===== config.mk =====
export PLATFORM = sky130hd
export DESIGN_NAME = keypad_scan_debounce
export DESIGN_NICKNAME = d
export VERILOG_FILES = /design/src/rtl/keypad_scan_debounce.sv
export SDC_FILE = /design/constraint.sdc
export NUM_CORES = 1
export LEC_CHECK = 0
export CORE_UTILIZATION = 45
export DETAILED_ROUTE_END_ITERATION = 12
export GPL_ROUTABILITY_DRIVEN = 0
export PLACE_DENSITY = 0.76
export SETUP_SLACK_MARGIN = 0.02
export SLEW_MARGIN = 20
export SYNTH_ARGS = -nofsm -noshare
export SYNTH_HDL_FRONTEND = slang
export SYNTH_SLANG_ARGS = --single-unit

===== constraint.sdc =====
create_clock -name Clk -period 9.39 [get_ports Clk]
set_input_delay 1.878 -clock Clk [delete_from_list [all_inputs] [get_ports Clk]]
set_output_delay 1.878 -clock Clk [all_outputs]
set_load 0.005 [all_outputs]

===== src/rtl/keypad_scan_debounce.sv =====
// ROWSxCOLS matrix keypad scanner with frame debounce, valid/ack handshake and 7-seg readout.
// Optional auto-repeat of a held key is enabled by defining REPEAT_EN.
module keypad_scan_debounce #(
  parameter int ROWS     = 4,
  parameter int COLS     = 4,
  parameter int SCAN_DIV = 49_999,
  parameter int DEBOUNCE = 4,
  parameter int REP_DLY  = 25,
  parameter int REP_RATE = 5,
  localparam int CODE_W  = (ROWS * COLS > 1) ? $clog2(ROWS * COLS) : 1
) (
  input  logic              Clk,
  input  logic              Rst,
  input  logic [ROWS-1:0]   read,
  output logic [COLS-1:0]   scan,
  output logic [CODE_W-1:0] key_code,
  output logic              key_valid,
  input  logic              key_ack,
  output logic              key_held,
  output logic              overrun,
  output logic [6:0]        display
);
  localparam int DIV_W = (SCAN_DIV > 0) ? $clog2(SCAN_DIV + 1) : 1;
  localparam int COL_W = (COLS > 1) ? $clog2(COLS) : 1;
  localparam int CNT_W = $clog2(DEBOUNCE + 1) + 1;

  typedef enum logic [1:0] {S_IDLE, S_DEBNC, S_PRESSED, S_RELEASE} state_t;

  function automatic logic [6:0] seg7(input logic [3:0] v);
    case (v)
      4'h0: seg7 = 7'b0000001;
      4'h1: seg7 = 7'b1001111;
      4'h2: seg7 = 7'b0010010;
      4'h3: seg7 = 7'b0000110;
      4'h4: seg7 = 7'b1001100;
      4'h5: seg7 = 7'b0100100;
      4'h6: seg7 = 7'b0100000;
      4'h7: seg7 = 7'b0001111;
      4'h8: seg7 = 7'b0000000;
      4'h9: seg7 = 7'b0000100;
      4'hA: seg7 = 7'b0001000;
      4'hB: seg7 = 7'b1100000;
      4'hC: seg7 = 7'b0110001;
      4'hD: seg7 = 7'b1000010;
      4'hE: seg7 = 7'b0110000;
      4'hF: seg7 = 7'b0111000;
    endcase
  endfunction

  logic [DIV_W-1:0]  div;
  logic [COL_W-1:0]  col;
  logic              tick, frame_end;
  logic [1:0]        col_hits, acc_hits, f_hits;
  logic [2:0]        tot_hits;
  logic [CODE_W-1:0] col_code, acc_code, f_code;
  logic              f_none, f_single;
  state_t            state, state_n;
  logic [CNT_W-1:0]  cnt, cnt_n, cnt_inc;
  logic [CODE_W-1:0] cand, cand_n;
  logic              accept;

  assign tick      = (div == DIV_W'(SCAN_DIV));
  assign frame_end = tick && (col == COL_W'(COLS - 1));

  // Column dwell divider and scan pointer
  always_ff @(posedge Clk) begin
    if (Rst) begin
      div <= '0;
      col <= '0;
    end else if (tick) begin
      div <= '0;
      col <= (col == COL_W'(COLS - 1)) ? '0 : col + COL_W'(1);
    end else begin
      div <= div + DIV_W'(1);
    end
  end

  always_comb begin
    scan      = '1;
    scan[col] = 1'b0;
  end

  // Per-column sample: hit count saturates at 2, which is all a frame needs to know
  always_comb begin
    col_hits = 2'd0;
    col_code = '0;
    for (int r = 0; r < ROWS; r++) begin
      if (!read[ROWS-1-r]) begin
        if (col_hits != 2'd2) col_hits = col_hits + 2'd1;
        col_code = CODE_W'(r * COLS) + CODE_W'(col);
      end
    end
  end

  assign tot_hits = {1'b0, acc_hits} + {1'b0, col_hits};
  assign f_hits   = (tot_hits >= 3'd2) ? 2'd2 : tot_hits[1:0];
  assign f_code   = (acc_hits != 2'd0) ? acc_code : col_code;
  assign f_none   = (f_hits == 2'd0);
  assign f_single = (f_hits == 2'd1);

  // Frame accumulator, restarted after the last column of every frame
  always_ff @(posedge Clk) begin
    if (Rst) begin
      acc_hits <= 2'd0;
      acc_code <= '0;
    end else if (tick) begin
      if (col == COL_W'(COLS - 1)) begin
        acc_hits <= 2'd0;
        acc_code <= '0;
      end else begin
        acc_hits <= f_hits;
        acc_code <= f_code;
      end
    end
  end

  assign cnt_inc = cnt + CNT_W'(1);

`ifdef REPEAT_EN
  localparam int REP_MAX = (REP_DLY > REP_RATE) ? REP_DLY : REP_RATE;
  localparam int REP_W   = $clog2(REP_MAX + 1) + 1;
  logic [REP_W-1:0] rep_cnt, rep_cnt_n, rep_inc, rep_target;
  logic             rep_first, rep_first_n;
  assign rep_inc    = rep_cnt + REP_W'(1);
  assign rep_target = rep_first ? REP_W'(REP_DLY) : REP_W'(REP_RATE);
`endif

  always_ff @(posedge Clk) begin
    if (Rst) begin
      state <= S_IDLE;
      cnt   <= '0;
      cand  <= '0;
`ifdef REPEAT_EN
      rep_cnt   <= '0;
      rep_first <= 1'b1;
`endif
    end else begin
      state <= state_n;
      cnt   <= cnt_n;
      cand  <= cand_n;
`ifdef REPEAT_EN
      rep_cnt   <= rep_cnt_n;
      rep_first <= rep_first_n;
`endif
    end
  end

  always_comb begin
    state_n = state;
    cnt_n   = cnt;
    cand_n  = cand;
    accept  = 1'b0;
`ifdef REPEAT_EN
    rep_cnt_n   = rep_cnt;
    rep_first_n = rep_first;
`endif
    if (frame_end) begin
      case (state)
        S_IDLE: begin
          if (f_single) begin
            cand_n = f_code;
            if (DEBOUNCE <= 1) begin
              accept  = 1'b1;
              state_n = S_PRESSED;
            end else begin
              state_n = S_DEBNC;
              cnt_n   = CNT_W'(1);
            end
          end
        end
        S_DEBNC: begin
          if (f_single && f_code == cand) begin
            if (cnt_inc >= CNT_W'(DEBOUNCE)) begin
              accept  = 1'b1;
              state_n = S_PRESSED;
            end else begin
              cnt_n = cnt_inc;
            end
          end else begin
            state_n = S_IDLE;
          end
        end
        S_PRESSED: begin
          if (f_none || (f_single && f_code != cand)) begin
            state_n = S_RELEASE;
            cnt_n   = CNT_W'(1);
          end else begin
`ifdef REPEAT_EN
            if (rep_inc == rep_target) begin
              accept      = 1'b1;
              rep_cnt_n   = '0;
              rep_first_n = 1'b0;
            end else begin
              rep_cnt_n = rep_inc;
            end
`endif
          end
        end
        S_RELEASE: begin
          if (f_none) begin
            if (cnt_inc >= CNT_W'(DEBOUNCE)) state_n = S_IDLE;
            else cnt_n = cnt_inc;
          end else if (f_single && f_code == cand) begin
            state_n = S_PRESSED;
          end else begin
            cnt_n = CNT_W'(1);
          end
        end
        default: state_n = S_IDLE;
      endcase
`ifdef REPEAT_EN
      if (state_n != S_PRESSED) begin
        rep_cnt_n   = '0;
        rep_first_n = 1'b1;
      end
`endif
    end
  end

  assign key_held = (state == S_PRESSED) || (state == S_RELEASE);

  // Handshake: an accept wins over a plain ack; an ack landing with an accept frees the slot
  always_ff @(posedge Clk) begin
    if (Rst) begin
      key_code  <= '0;
      key_valid <= 1'b0;
      overrun   <= 1'b0;
      display   <= 7'h7F;
    end else if (accept) begin
      if (!key_valid || key_ack) begin
        key_code  <= cand_n;
        key_valid <= 1'b1;
        display   <= seg7(4'(cand_n));
      end else begin
        overrun <= 1'b1;
      end
    end else if (key_ack) begin
      key_valid <= 1'b0;
    end
  end
endmodule


==> key figures, run 1 <==
Run status
  – Run status: finished, final reports clean

Timing
  – Fmax achieved: 0.155 GHz
  – RSZ-0062 raised after global routing: false
  – Worst-Margin Slew: 801 ps
  – Fin crit share: 0.688
  – Clk_skew: around 4.5 ps
  – Tmin final: 6460 ps
  – Slew Viols, Final: 0
  – Finish-stage setup viols: 0
  – Rel. slew slack: 0.450
  – Setup TNS: 0 ps
  – Final hold viol count: 0

Final layout
  – Register Area: 941 um^2
  – Area occupied by multi-input gates: 0.00164 mm^2
  – Final #Nets: 362
  – Area grow syn2layout: 14.9%
  – Filler instances: 545
  – Share of cells above drive strength 1: 0.0950
  – Antenna diodes: 0

Pwr
  – Net switching power: roughly 90 uW
  – Sequential share of power: 0.499
  – P_int: between 300 and 400 uW
  – Comb power frac: 0.060
  – Switching Fraction: 0.218
  – Clock power share: 0.441
  – Leak Pwr: 1.19 nW
  – Worst IR Drop VDD: 0.103 mV
  – Power consumption: between 400 and 500 uW
  – Power density cells: 129 mW/mm^2

Global routing
  – Largest net degree at the start of global routing: 26
  – Initial antenna violation count: 0
  – Grt total ovfl: 0
  – GR Layer Usage met2: 0.314
  – GR Util met3: 0.0400
  – Vias in the first global route: about 2100
  – Grt met1 use: 0.239
  – Busiest layer in global routing: met2
  – Global-route wire length before repair: 9490 um
  – Tot GR Track Use: 0.190

Worst setup path
  – Critical Path Start Type: primary input
  – Critical path class: primary input to flop
  – Slowest CP cell: mux2i_1
  – Crit Path Max Fanout: 10
  – Critical Path End Type: flop
  – CP Buf/Inv Count: 4
  – Most frequent CP cell: ha_1
  – Crit-path leading delay family: adder cells
  – CP cell instances: clkdlybuf4s50_1 > inv_1 > ha_1 > mux2i_1 > ha_1 > nor2_1 > a21oi_1 > ha_1 > inv_1 > fa_1 > nand4b_1 > or3_1 > nor2_2 > mux2i_1 > inv_1 > ha_1 > a21oi_1 > a211oi_1 > a211o_1
  – Worst EP required: between 9000 and 10000 ps
  – Delay of the slowest critical-path stage: 590 ps
  – Crit path arrival time: between 6000 and 7000 ps

Synth
  – Number of synthesized flops with an enable pin: 0
  – Yosys top cell area share: 0.344
  – Avg Cell Area, Syn: 8.62 um^2
  – Largest area contributor in the netlist: dfxtp_1
  – Unique masters post-synth: 58
  – Syn. warnings: 0
  – Synth area leaders: dfxtp_1, ha_1, nor2_1
  – Seq/Total Area, Yosys: 0.344
  – Main synth FF type: dfxtp_1
  – Synth top cells by count: dfxtp_1, nor2_1, nand2_1
  – Mapped Nets: 343
  – Mapped Area: roughly 0.0027 mm^2
  – Syn Inst Count: about 320
  – Ys async rst share: 0
  – Top-count cell post-synth: dfxtp_1
  – #FFs+latches synth: 47

Route
  – Drt wl/cell: 13.4 um
  – DR DRC count: 0
  – Antenna-violating nets left: 0
  – TritonRoute pass-1 iters: 4
  – Vias/cell: approximately 5.5
  – DR vias: between 2000 and 2500
  – 1st-iter DRT viols: just under 100
  – WL final: 5510 um

Die
  – Core box area: just under 0.006 mm^2
  – Die Footprint: 0.00639 mm^2
  – Die Y-Extent: 79.9 um
  – Initial Util: 0.464
  – I/O Pins: 25
  – Row count: 28
  – Die width: 79.9 um

Clock tree
  – TritonCTS clock tree: yes
  – Post-CTS sizing: 0
  – Total setup buffers inserted after CTS: 0
  – Clock Tree Buf Depth: 2
  – H-tree depth: 2
  – CTS sink count: 47
  – Total CTS buffers: 5
  – Reg clk slew, reported paths: 90 ps
  – Hold Buf Count CTS: 0
  – CTS root buffer: clkbuf_8
  – Skew-Pair Late Insertion Delay: 310 ps

Hold path
  – Min-delay worst type: flop to flop

Place
  – DP Wirelength: 3900 um
  – Port-buffer cells: 24

Flow run
  – Max Cap Violations: 0
cell usage in the layout (no fill, tap or decap), types with 3 or more instances in the layout:
master	n
o221a_2	3
nor2_2	4
nand3_1	15
inv_1	21
dfxtp_1	47
a31oi_1	4
xnor2_1	8
o21a_1	3
mux2_2	3
nor2_1	34
nand2b_1	4
o21ai_0	14
a211oi_1	3
xor2_1	8
o21ai_1	3
clkbuf_8	5
nand2_1	22
and3_1	5
ha_1	18
nand4_1	5
a21oi_1	16
or3_1	7
mux2i_1	7
and2_1	3
nor3_1	10
clkdlybuf4s50_1	24
flip-flops by register name, summed over array words and instances, names as in the netlist:
register / cells
acc_code: 4
div: 16
cnt: 4
state: 2
key_valid: 1
cand: 4
col: 2
key_code: 4
acc_hits: 2
display: 7
overrun: 1
power groups by stage:
stage | combinational [mW] | clock, mW | sequential (mW)
after detailed placement | 0.0241 | 0 | 0.206
after floorplan | 0.0170 | 0 | 0.206
after global routing | 0.0272 | 0.191 | 0.202
final | 0.0244 | 0.178 | 0.202
after CTS | 0.0242 | 0.180 | 0.202
after global placement | 0.0235 | 0 | 0.206
cell type report:
class | instances | area share
timing repair buffer | 25 | 0.0789
multi-input combinational | 236 | 0.523
clock buffer | 5 | 0.0219
clock inverter | 3 | 0.0215
sequential | 47 | 0.300
tap | 75 | 0.0299
inverter | 21 | 0.0251
path summary, 6_finish.rpt:
check	start	endpoint	slack, ps	depth (start not counted)
setup / recovery	read[2]	display[6]	2930	19
hold / removal	key_code[1]	key_code[1]	470	2
setup reg to reg	acc_hits[0]	display[6]	5430	12
hold reg to reg	key_code[1]	key_code[1]	470	2
stage by stage:
| stage | instances | util | area (um^2) | worst slack [ps] | hold slack, ps |
|---|---|---|---|---|---|
| global route | 412 | 0.534 | 3140 | 2600 | 511 |
| global placement | 404 | 0.510 | 3000 | 2910 | 436 |
| finish | 412 | 0.534 | 3140 | 2930 | 474 |
| detailed placement | 404 | 0.510 | 3000 | 2680 | 455 |
| CTS | 412 | 0.534 | 3140 | 2970 | 478 |
| floorplan | 317 | - | 2730 | 3780 | 416 |
worst register-to-register path, stage by stage (launching register included):
cell      delay (ps)
dfxtp_1          490
ha_1             200
inv_1             50
fa_1             510
nand4b_1         130
or3_1            400
nor2_2           370
mux2i_1          590
inv_1            240
ha_1             270
a21oi_1          190
a211oi_1         110
a211o_1          300
layer usage:
| layer | wire length [um] | vias up |
|---|---|---|
| met5 | 0 | - |
| met4 | 68 | 0 |
| met3 | 220 | 6 |
| met2 | 2600 | 37 |
| met1 | 2620 | 1078 |
| li1 | - | 1153 |
logic make-up (layout without fill, tap and decap cells):
kind of cell / Yosys count / after routing / synth area share
adders and majority gates: 19 / 19 / 0.0897
DFF: 47 / 47 / 0.344
AOI/OAI and AO/OA: 70 / 70 / 0.181
xor gates and xnor gates: 16 / 16 / 0.0513
muxes: 10 / 10 / 0.0380
and+or+nand+nor: 121 / 121 / 0.241
buffers and inverters: 34 / 54 / 0.0549
(Power assumes the default switching activity.)
==> run 2, diff against run 1 <==
Settings changed: PLACE_DENSITY 0.76 to 0.78.
Clock period 9.39 ns to 5.2 ns, I/O delays scaled along.
==> key figures, run 2 (synthesis results as in run 1) <==
Timing
  – Rel. slew slack: 0.608
  – Fmax achieved: about 0.20 GHz
  – Fin crit share: 0.949
  – RSZ-0062 raised after global routing: false
  – Clk_skew: ~6.7 ps
  – Setup ws final: 268 ps
  – Tmin final: just under 5000 ps
  – Finish-stage setup viols: 0
  – Slew Viols, Final: 0
  – Worst-Margin Slew: roughly 590 ps
  – Final hold viol count: 0

Final layout
  – Filler instances: 567
  – Most frequent cells in the layout: dfxtp_1, nor2_1, clkdlybuf4s50_1
  – Max reg flops: 16
  – Final core utilization: 0.539
  – Commonest non-fill, non-tap cell in the layout: dfxtp_1
  – Final #Nets: 371
  – Largest registers: div: 16 flops, display: 7 flops
  – Cell Count, Final, Fillers Out: 421
  – Largest Register: div
  – Share of cells above drive strength 1: 0.116
  – Post-route design area: 0.00317 mm^2
  – Antenna diodes: 0
  – Area grow syn2layout: 16.0%

Die
  – Die Y-Extent: 79.9 um
  – Row count: 28
  – Initial Util: 0.464
  – Die Footprint: 0.00639 mm^2
  – Die width: 79.9 um
  – Core box area: 0.00589 mm^2
  – I/O Pins: 25

Clock tree
  – Total CTS buffers: 5
  – Hold Buf Count CTS: 0
  – CTS root buffer: clkbuf_8
  – Post-CTS sizing: 0
  – CTS sink count: 47
  – H-tree depth: 2
  – TritonCTS clock tree: yes
  – Reg clk slew, reported paths: 80 ps
  – Total setup buffers inserted after CTS: 0
  – Skew-Pair Late Insertion Delay: around 300 ps
  – Clock Tree Buf Depth: 2

Flow run
  – Max Cap Violations: 0

Worst setup path
  – Critical Path Start Type: primary input
  – Critical path class: primary input to flop
  – Delay of the slowest critical-path stage: between 500 and 600 ps
  – Worst EP required: ~5400 ps
  – Crit Path Max Fanout: 7
  – Crit-path leading delay family: adder cells
  – Critical Path End Type: flop
  – Slowest CP cell: clkdlybuf4s50_1
  – CP Buf/Inv Count: 4
  – CP cell instances: clkdlybuf4s50_1 > inv_1 > ha_1 > mux2i_1 > ha_1 > nor2_1 > a21oi_1 > ha_1 > inv_1 > fa_1 > nand4b_1 > or3_1 > nor2_2 > mux2_2 > inv_1 > ha_1 > a21oi_1 > a211oi_1 > a21oi_1 > o211ai_1
  – Crit path arrival time: 5160 ps
  – Most frequent CP cell: ha_1

Place
  – DP Wirelength: 4150 um
  – Post-placement cell count: 413
  – Port-buffer cells: 24
  – Area after DPL: around 0.003 mm^2
  – Placement Setup Slack: -25.2 ps

Global routing
  – Vias in the first global route: approximately 2200
  – Grt total ovfl: 0
  – Global-route wire length before repair: 9770 um
  – Tot GR Track Use: 0.193
  – Largest net degree at the start of global routing: 26
  – Initial antenna violation count: 0

Route
  – Vias/cell: 5.56
  – 1st-iter DRT viols: 104
  – WL final: 5700 um
  – DR vias: between 2000 and 2500
  – TritonRoute pass-1 iters: 4
  – Antenna-violating nets left: 0
  – DR DRC count: 0
  – Drt wl/cell: 13.5 um

Hold path
  – Min-delay worst type: flop to flop

Pwr
  – Leak Pwr: 1.22 nW
  – Worst IR Drop VDD: approximately 0.13 mV
  – Power density cells: 206 mW/mm^2

Run status
  – Run status: finished, final reports clean
==> run 2: cell count changes in the layout (fill, tap and decap cells not counted) <==
cell / delta
buf_4: +9
bufinv_16: -2
clkbuf_1: +1
clkbuf_8: +2
clkinvlp_4: -1
==> run 2: layer usage <==
| metal | up-vias | GRT usage | share of wire |
|---|---|---|---|
| met5 | - | 0 | 0 |
| met4 | 0 | 0.0696 | 0.015 |
| met3 | 9 | 0.0366 | 0.033 |
| met2 | 38 | 0.334 | 0.48 |
| met1 | 1117 | 0.237 | 0.47 |
| li1 | 1177 | - | - |
==> run 2: worst paths after layout <==
kind / slack (ps) / cells past startpoint / to / from
worst max-delay path: 270 / 20 / display[3] / read[3]
worst min register to register: 460 / 2 / acc_code[1] / acc_code[1]
worst min-delay path: 460 / 2 / acc_code[1] / acc_code[1]
worst max register to register: 1920 / 13 / display[3] / acc_hits[0]
==> run 2: worst register-to-register path, stage by stage, from the launching register on <==
cell	delay, ps
dfxtp_1	500
ha_1	200
inv_1	50
fa_1	520
nand4b_1	130
or3_1	350
nor2_2	160
mux2_2	420
inv_1	140
ha_1	220
a21oi_1	70
a211oi_1	230
a21oi_1	70
o211ai_1	150
==> run 2: where the power goes <==
part           leakage, nW  internal [mW]  total [mW]  switching (mW)
Clock               0.0515          0.121       0.242           0.120
Combinational        0.785         0.0190      0.0467          0.0277
Sequential           0.379          0.361       0.364         0.00253
==> run 2: cell type report <==
class | count | area, um^2 | share of cell area
Multi-Input combinational cell | 236 | 1640 | 0.518
Clock buffer | 8 | 100 | 0.0316
Sequential cell | 47 | 941 | 0.297
Tap cell | 75 | 93.8 | 0.0296
Timing Repair Buffer | 34 | 315 | 0.0994
Inverter | 21 | 78.8 | 0.0249
==> run 2: per-stage QoR <==
step / hold WS [ps] / power [mW] / setup TNS, ps
2_1_floorplan: 416 / 0.403 / 0
3_5_place_dp: 445 / 0.419 / -25.2
5_1_grt: 488 / 0.679 / 0
6_report: 465 / 0.652 / 0
3_3_place_gp: 440 / 0.417 / 0
4_1_cts: 464 / 0.659 / 0
==> run 3, diff against run 2 <==
Settings changed: CELL_PAD_IN_SITES_DETAIL_PLACEMENT set to 0, CELL_PAD_IN_SITES_GLOBAL_PLACEMENT set to 1, CORE_UTILIZATION 45 to 39, PLACE_DENSITY 0.78 to 0.86, SLEW_MARGIN 20 to unset.
==> key figures, run 3 (synthesis results as in run 1) <==
Run status
  – Run status: finished, final reports clean

Final layout
  – Share of cells above drive strength 1: 0.124
  – Max reg flops: 16
  – Area grow syn2layout: 17.7%
  – Final #Nets: 373
  – Antenna diodes: 0
  – Largest registers: div: 16 flops, display: 7 flops
  – Most frequent cells in the layout: dfxtp_1, nor2_1, clkdlybuf4s50_1
  – Largest Register: div
  – Cell Count, Final, Fillers Out: 444
  – Commonest non-fill, non-tap cell in the layout: dfxtp_1
  – Post-route design area: 0.00322 mm^2

Timing
  – Rel. slew slack: 0.618
  – Worst hold margin: 464 ps
  – Fmax achieved: 0.203 GHz
  – Tmin final: 4920 ps
  – Final hold viol count: 0
  – Fin crit share: 0.947
  – RSZ-0062 raised after global routing: false
  – Worst-Margin Slew: 572 ps
  – Finish-stage setup viols: 0
  – Clk_skew: approximately 6.4 ps
  – Slew Viols, Final: 0

Route
  – 1st-iter DRT viols: 98
  – Antenna-violating nets left: 0
  – TritonRoute pass-1 iters: 4
  – WL final: about 5700 um
  – Drt wl/cell: 12.8 um
  – Vias/cell: 5.17
  – DR vias: 2294
  – DR DRC count: 0

Flow run
  – Max Cap Violations: 0

Clock tree
  – Total setup buffers inserted after CTS: 0
  – CTS sink count: 47
  – Post-CTS sizing: 0
  – CTS root buffer: clkbuf_8
  – H-tree depth: 2
  – Clock Tree Buf Depth: 2
  – Skew-Pair Late Insertion Delay: 300 ps
  – Reg clk slew, reported paths: 90 ps
  – TritonCTS clock tree: yes
  – Hold Buf Count CTS: 0
  – Total CTS buffers: 5

Die
  – I/O Pins: 25
  – Die Y-Extent: 85.7 um
  – Core box area: 0.00679 mm^2
  – Initial Util: 0.402
  – Die Footprint: 0.00735 mm^2
  – Row count: 30
  – Die width: 85.7 um

Hold path
  – Min-delay src: acc_code[1]
  – Min-delay worst type: flop to flop
  – Endpoint, Worst Hold: acc_code[1]
  – Worst Hold Path Cells: 2

Worst setup path
  – Crit path arrival time: 5100 ps
  – Crit Path Max Fanout: 8
  – Cell depth of the worst flop-to-flop path: 11
  – Critical path class: primary input to flop
  – Slowest CP cell: fa_1
  – CP Launch Point: read[2]
  – Worst EP required: about 5400 ps
  – CP cell instances: clkdlybuf4s50_1 > inv_1 > ha_1 > mux2i_1 > ha_1 > nor2_1 > a21oi_1 > ha_1 > inv_1 > fa_1 > nand4b_1 > or3_1 > buf_4 > or3_1 > and2_1 > mux2_2 > a21oi_1 > o211ai_1
  – Crit-path leading delay family: simple AND/OR/NAND/NOR gates
  – CP Buf/Inv Count: 4
  – FF-to-FF Start: acc_hits[0]
  – Critical Path End Type: flop
  – Most frequent CP cell: ha_1
  – Reg2reg end: display[3]
  – Critical Path Start Type: primary input
  – FF-to-FF setup slack: about 2000 ps
  – Delay of the slowest critical-path stage: 520 ps

Pwr
  – Worst IR Drop VDD: 0.127 mV
  – Leak Pwr: 1.22 nW
  – Power density cells: between 150 and 200 mW/mm^2

Place
  – DP Wirelength: between 4000 and 5000 um
  – Area after DPL: 0.00311 mm^2
  – Port-buffer cells: 24
  – Post-placement cell count: 436

Global routing
  – Initial antenna violation count: 0
  – Global-route wire length before repair: roughly 9800 um
  – Vias in the first global route: 2158
  – Largest net degree at the start of global routing: 26
  – Tot GR Track Use: 0.164
  – Grt total ovfl: 0
## run 3: how the worst max path moves through the flow
stage                            end  slack (ps)  cells past startpoint
after floorplan           display[6]         430                     18
after global placement    display[3]          80                     20
after detailed placement  display[3]         -40                     20
after CTS                 display[3]         260                     20
after global routing      display[3]          30                     18
final                     display[3]         280                     18
## run 3: cell type report
type | instances | area, um^2
multi-input cells | 236 | 1650
inverters | 21 | 78.8
clock buffers | 7 | 86.3
clock inverters | 1 | 8.76
well taps | 96 | 120
fillers | 674 | 3580
repair buffers | 36 | 330
flip-flops and latches | 47 | 941
## run 3: layer usage
metal / vias to the layer above / part of all wire / global-route usage
met2: 41 / 0.46 / 0.276
met1: 1063 / 0.50 / 0.215
met4: 0 / 0.013 / 0.0500
met3: 8 / 0.030 / 0.0260
met5: - / 0 / 0
li1: 1182 / - / -
## run 3: report_power, final
part           switching (mW)  internal (mW)
Combinational          0.0284         0.0194
Sequential            0.00267          0.362
Clock                   0.122          0.109
Total                   0.153          0.490
## run 3: metrics by stage
stage	power (mW)	util	worst slack, ps	setup TNS [ps]
global placement	0.419	0.458	84.0	0
global route	0.673	0.474	26.1	0
detailed placement	0.420	0.458	-38.6	-38.6
floorplan	0.403	-	425	0
finish	0.643	0.474	277	0
CTS	0.649	0.472	262	0
## run 3: worst min-delay path, delay by kind of cell, from the launching register on
family / cells / cell delay [ps]
AO/OA/AOI/OAI: 1 / 50
flip-flops: 1 / 340
AND/OR/NAND/NOR: 1 / 50
